## src/rtl/nibble_adder_pkg.sv

```systemverilog
// Shared definitions for the nibble-serial adder.
//   NIB_W   : width of the reused adder slice
//   state_t : controller states
//   clog2 / idx_w : nibble index counter width helpers
package nibble_adder_pkg;

  localparam int NIB_W = 4;

  typedef enum logic [1:0] {IDLE, RUN, DONE} state_t;

  function automatic int clog2(input int v);
    int r;
    r = 0;
    while ((1 << r) < v) r++;
    return r;
  endfunction

  // The index counter is always at least one bit, even when only one nibble exists.
  function automatic int idx_w(input int n);
    return (n > 1) ? clog2(n) : 1;
  endfunction

endpackage

```

## src/rtl/nibble_add4.sv

```systemverilog
// Combinational 4-bit adder slice.
//   a4, b4 : nibble operands
//   ci     : carry in
//   s4     : nibble sum
//   co     : carry out
import nibble_adder_pkg::*;

module nibble_add4 (
  input  logic [NIB_W-1:0] a4,
  input  logic [NIB_W-1:0] b4,
  input  logic             ci,
  output logic [NIB_W-1:0] s4,
  output logic             co
);

  assign {co, s4} = (NIB_W+1)'(a4) + (NIB_W+1)'(b4) + (NIB_W+1)'(ci);

endmodule

```

## src/rtl/nibble_serial_adder.sv

```systemverilog
// WIDTH-bit adder that reuses a single 4-bit slice, one nibble per clock,
// LSB nibble first. The carry is held in a register between nibbles.
// Ports:
//   clk, rst_n          : clock, async active-low reset
//   in_valid/in_ready   : operand handshake (in_ready high only in IDLE)
//   a, b, cin           : operands, captured at accept
//   out_valid/out_ready : result handshake (out_valid high only in DONE)
//   sum, cout           : registered result, held until the next operation
//   ovf                 : signed overflow, present only with ADDER_OVF_EN defined
// Build option: ADDER_OVF_EN adds the ovf output and its register.
import nibble_adder_pkg::*;

module nibble_serial_adder #(
  parameter int WIDTH = 16
) (
  input  logic             clk,
  input  logic             rst_n,
  input  logic             in_valid,
  output logic             in_ready,
  input  logic [WIDTH-1:0] a,
  input  logic [WIDTH-1:0] b,
  input  logic             cin,
  output logic             out_valid,
  input  logic             out_ready,
  output logic [WIDTH-1:0] sum,
  output logic             cout
`ifdef ADDER_OVF_EN
  ,
  output logic             ovf
`endif
);

  localparam int NIBBLES = WIDTH / NIB_W;
  localparam int IDX_W   = idx_w(NIBBLES);

  state_t             r_state, w_nxt;
  logic [IDX_W-1:0]   r_idx;
  logic [WIDTH-1:0]   r_a, r_b, r_sum;
  logic               r_carry, r_cout;
  logic [NIB_W-1:0]   w_a4, w_b4, w_s4;
  logic               w_co, w_last;

  assign w_last    = (r_idx == IDX_W'(NIBBLES-1));
  assign w_a4      = r_a[r_idx*NIB_W +: NIB_W];
  assign w_b4      = r_b[r_idx*NIB_W +: NIB_W];
  assign in_ready  = (r_state == IDLE);
  assign out_valid = (r_state == DONE);
  assign sum       = r_sum;
  assign cout      = r_cout;

  nibble_add4 u_slice (
    .a4 (w_a4),
    .b4 (w_b4),
    .ci (r_carry),
    .s4 (w_s4),
    .co (w_co)
  );

  always_ff @(posedge clk or negedge rst_n) begin
    if (!rst_n) r_state <= IDLE;
    else        r_state <= w_nxt;
  end

  always_comb begin
    w_nxt = r_state;
    case (r_state)
      IDLE:    if (in_valid)  w_nxt = RUN;
      RUN:     if (w_last)    w_nxt = DONE;
      DONE:    if (out_ready) w_nxt = IDLE;
      default: w_nxt = IDLE;
    endcase
  end

  always_ff @(posedge clk or negedge rst_n) begin
    if (!rst_n) begin
      r_idx   <= '0;
      r_a     <= '0;
      r_b     <= '0;
      r_carry <= 1'b0;
      r_sum   <= '0;
      r_cout  <= 1'b0;
    end else begin
      case (r_state)
        IDLE: if (in_valid) begin
          r_a     <= a;
          r_b     <= b;
          r_carry <= cin;
          r_idx   <= '0;
        end
        RUN: begin
          r_sum[r_idx*NIB_W +: NIB_W] <= w_s4;
          r_carry <= w_co;
          // Wrap so the counter is already zero for the next operation.
          r_idx   <= w_last ? '0 : r_idx + 1'b1;
          if (w_last) r_cout <= w_co;
        end
        default: ;
      endcase
    end
  end

`ifdef ADDER_OVF_EN
  logic r_ovf;
  assign ovf = r_ovf;

  // On the last nibble the slice's MSB is the final sum MSB, so overflow
  // can be resolved in the same edge that registers cout.
  always_ff @(posedge clk or negedge rst_n) begin
    if (!rst_n)
      r_ovf <= 1'b0;
    else if (r_state == RUN && w_last)
      r_ovf <= (r_a[WIDTH-1] == r_b[WIDTH-1]) && (w_s4[NIB_W-1] != r_a[WIDTH-1]);
  end
`endif

endmodule

```

## config.mk

```make
export PLATFORM = sky130hd
export DESIGN_NAME = nibble_serial_adder
export DESIGN_NICKNAME = d
export VERILOG_FILES = /design/src/rtl/nibble_adder_pkg.sv /design/src/rtl/nibble_add4.sv /design/src/rtl/nibble_serial_adder.sv
export SDC_FILE = /design/constraint.sdc
export NUM_CORES = 1
export LEC_CHECK = 0
export CORE_ASPECT_RATIO = 1.2
export CORE_MARGIN = 4
export CORE_UTILIZATION = 44
export CTS_CLUSTER_SIZE = 8
export DETAILED_ROUTE_END_ITERATION = 7
export HOLD_SLACK_MARGIN = 0.03
export PLACE_DENSITY_LB_ADDON = 0.25
export SETUP_SLACK_MARGIN = 0.4
export SKIP_CTS_REPAIR_TIMING = 1
export SLEW_MARGIN = 10
export SYNTH_ARGS = -nofsm -noshare
export SYNTH_HDL_FRONTEND = slang
export SYNTH_SLANG_ARGS = --single-unit
```

## constraint.sdc

```tcl
create_clock -name clk -period 3.65 [get_ports clk]
set_input_delay 0.5475 -clock clk [delete_from_list [all_inputs] [get_ports clk]]
set_output_delay 0.5475 -clock clk [all_outputs]
set_load 0.02 [all_outputs]
```

==> flow_metrics.tcl <==
set metrics [dict create \
    utilization_pct 56.8 \
    hold_viol 0 \
    synthesis.nets 284 \
    cts-root-buf "clkbuf_8" \
    period_minus_slack_ns 2.67 \
    worstMarginPinSlew_ns 1.08 \
    synth_edf_count 0 \
    crit_fanout 9 \
    start_util_pct 45.3 \
    fp-row-count 30 \
    critical_path_class "reg2reg" \
    numPortBuffers 55 \
    dp_cells 347 \
    fin_nets 338 \
    synthFlopType "dfrtp_1" \
    crit_arrival_ns 2.84 \
    ir_worst_vdd_uv 440 \
    tritoncts "built" \
    p_switching_w 0.00119 \
    endpoint_kind "register" \
    synth.avg_cell_area_um2 10.8 \
    cellPowerDensity_mw_per_mm2 905 \
    finalInstanceArea_mm2 0.00320 \
    p_clk_share_pct 11.5 \
    clock-sinks 54 \
    slew_headroom_pct 27.8 \
    first_iter_violations 66 \
    maxSlewViolCount 0 \
    clkLatencyLatePin_ns 0.30 \
    grt_antenna_before_repair 0 \
    fin_skew_ns 0.0102 \
    io_pins 56 \
    power.internal_w 0.00170 \
    final_cells 355 \
    netlist_instances 236 \
    cp.required_ns 3.82 \
    hold_class "in2async" \
    first_pass_iters 4 \
    max_freq_ghz 0.375 \
    routabilityCongestion 0.755 \
    fp.coreArea_mm2 0.00563 \
    wl_per_cell_um 14.1 \
    dp_hpwl_um 3780 \
    synthToLayoutAreaGrowth_pct 25.3 \
    placed_cell_area_mm2 0.00311 \
    drive_above_1_share_pct 7.90 \
    r2r_slack_ns 0.98 \
    grt_pass1_wl_um 8670 \
    drc 0 \
    max_cap_viol_count 0 \
    synth-seq-area-share_pct 52.9 \
    syn_area_mm2 0.00255 \
    cts_max_level 2 \
    die-area_mm2 0.00709 \
    cts_made_buffers 5 \
    antenna_left 0 \
    die_w_um 77.5 \
    p_sw_share_pct 41.3 \
    grt_start_max_net_pins 42 \
    async_flop_share_pct 100 \
    via_count 1810 \
    tns_ns 0 \
    synth_seq_cells 54 \
    grt_usage_pct 15.3 \
    overflow 0 \
    routed_wl_um 5000 \
    outcome "completed" \
    yosys_warnings 0 \
    seqPwrFrac_pct 36.8 \
    setup_viol_count_final 0 \
    clockBufferDepth 2 \
    avgViaCountPerCell 5.10 \
    dieHeight_um 91.4 \
    cts.clk_slew.worst_paths_ns 0.09 \
    post-route-period-util_pct 73.1 \
    grt_pass1_vias 1815 \
    crit_path_start_kind "register" \
    diodes 0 \
    yosysUniqueCellTypes 35 \
    p_leak_nw 1.53 \
    comb_power_share_pct 51.7 \
    rsz0062_at_grt "no" \
]
per-stage QoR:
| step | hold WS (ns) | power, W | setup WS, ns |
|---|---|---|---|
| CTS | 0.388 | 0.00294 | 0.965 |
| detailed placement | 0.459 | 0.00261 | 0.981 |
| finish | 0.365 | 0.00290 | 0.980 |
| floorplan | 0.252 | 0.00213 | 1.00 |
| global route | 0.431 | 0.00316 | 0.771 |
| global placement | 0.455 | 0.00256 | 1.01 |
worst paths after layout:
check | startpoint | to | cells after the start
worst min register to register | r_a[11] | r_a[11] | 2
worst min-delay path | rst_n | r_b[0] | 1
worst max-delay path | r_idx[0] | cout | 6
max in group asynchronous | rst_n | sum[14] | 2
min in group clk | r_a[11] | r_a[11] | 2
worst max register to register | r_idx[0] | cout | 6
per-layer routing:
layer  routed length (um)  share of wire, %  vias to the layer above  track usage, %
met5                    0                 0                        -               0
met4                   42              0.84                        0            3.56
met3                  224               4.5                        4            3.47
met2                 2510                50                       42            26.5
met1                 2220                44                      861            19.4
li1                     -                 -                      903               -
registers in the layout, summed over array words and instances, names as in the netlist:
signal and flops:
sum 16, r_state 2, cout 1, r_a 16, r_idx 2, r_carry 1, r_b 16
power groups by stage:
stage	clock, W	sequential, W	combinational, W
after detailed placement	0	0.00108	0.00152
final	0.000332	0.00106	0.00150
after CTS	0.000343	0.00107	0.00153
after floorplan	0	0.00108	0.00105
after global placement	0	0.00108	0.00149
after global routing	0.000371	0.00111	0.00168
worst max-delay path, cell delays in order (launching register included):
cell,delay (ns)
dfrtp_1,0.59
mux4_2,0.57
fa_1,0.44
fa_1,0.41
a21o_1,0.19
a21oi_1,0.22
a31oi_1,0.11
layout by cell type, fill, tap and decap left out, types with 2 or more instances in the layout:
cell type | netlist | layout
or3b_1 | 2 | 2
o31ai_1 | 2 | 2
a22o_1 | 12 | 12
clkbuf_8 | 0 | 6
dfrtp_1 | 54 | 54
nor2_1 | 2 | 2
nor2b_1 | 2 | 2
nand3_1 | 2 | 2
clkdlybuf4s50_1 | 0 | 54
a32o_1 | 4 | 4
o21ai_0 | 2 | 2
nand2_1 | 104 | 104
fa_1 | 2 | 2
mux4_2 | 8 | 8
buf_4 | 1 | 3
inv_1 | 3 | 3
ha_1 | 9 | 9
a21oi_1 | 2 | 2
kinds of logic (layout without fill, tap and decap cells):
family                     count (synthesis)  count (layout)  synth area share, %
buffers and inverters                     14              69                 4.31
DFF                                       54              54                 52.9
muxes                                      8               8                 7.06
AOI/OAI and AO/OA                         27              27                 8.48
adders and majority gates                 11              11                 5.98
xor gates and xnor gates                   1               1                0.343
and+or+nand+nor                          121             121                 20.9
final cells by class:
type / count / area (um^2)
Fill cell: 520 / 2430
Sequential cell: 54 / 1350
Tap cell: 64 / 80.1
Clock inverter: 1 / 5.00
Multi-Input combinational cell: 168 / 1100
Inverter: 3 / 11.3
Clock buffer: 7 / 86.3
Timing Repair Buffer: 58 / 568
cell usage after synthesis, types with 2 or more instances:
cell type | instances | share of area (%)
nand2_1 | 104 | 15
dfrtp_1 | 54 | 53
a22o_1 | 12 | 4.1
ha_1 | 9 | 4.4
mux4_2 | 8 | 7.1
a32o_1 | 4 | 1.6
buf_2 | 4 | 0.78
buf_8 | 3 | 1.8
inv_1 | 3 | 0.44
a21oi_1 | 2 | 0.39
buf_6 | 2 | 0.88
fa_1 | 2 | 1.6
nand3_1 | 2 | 0.39
nor2_1 | 2 | 0.29
nor2b_1 | 2 | 0.49
o21ai_0 | 2 | 0.39
o31ai_1 | 2 | 0.59
or3b_1 | 2 | 0.69
Note: power is estimated with default switching activity, not from simulation.
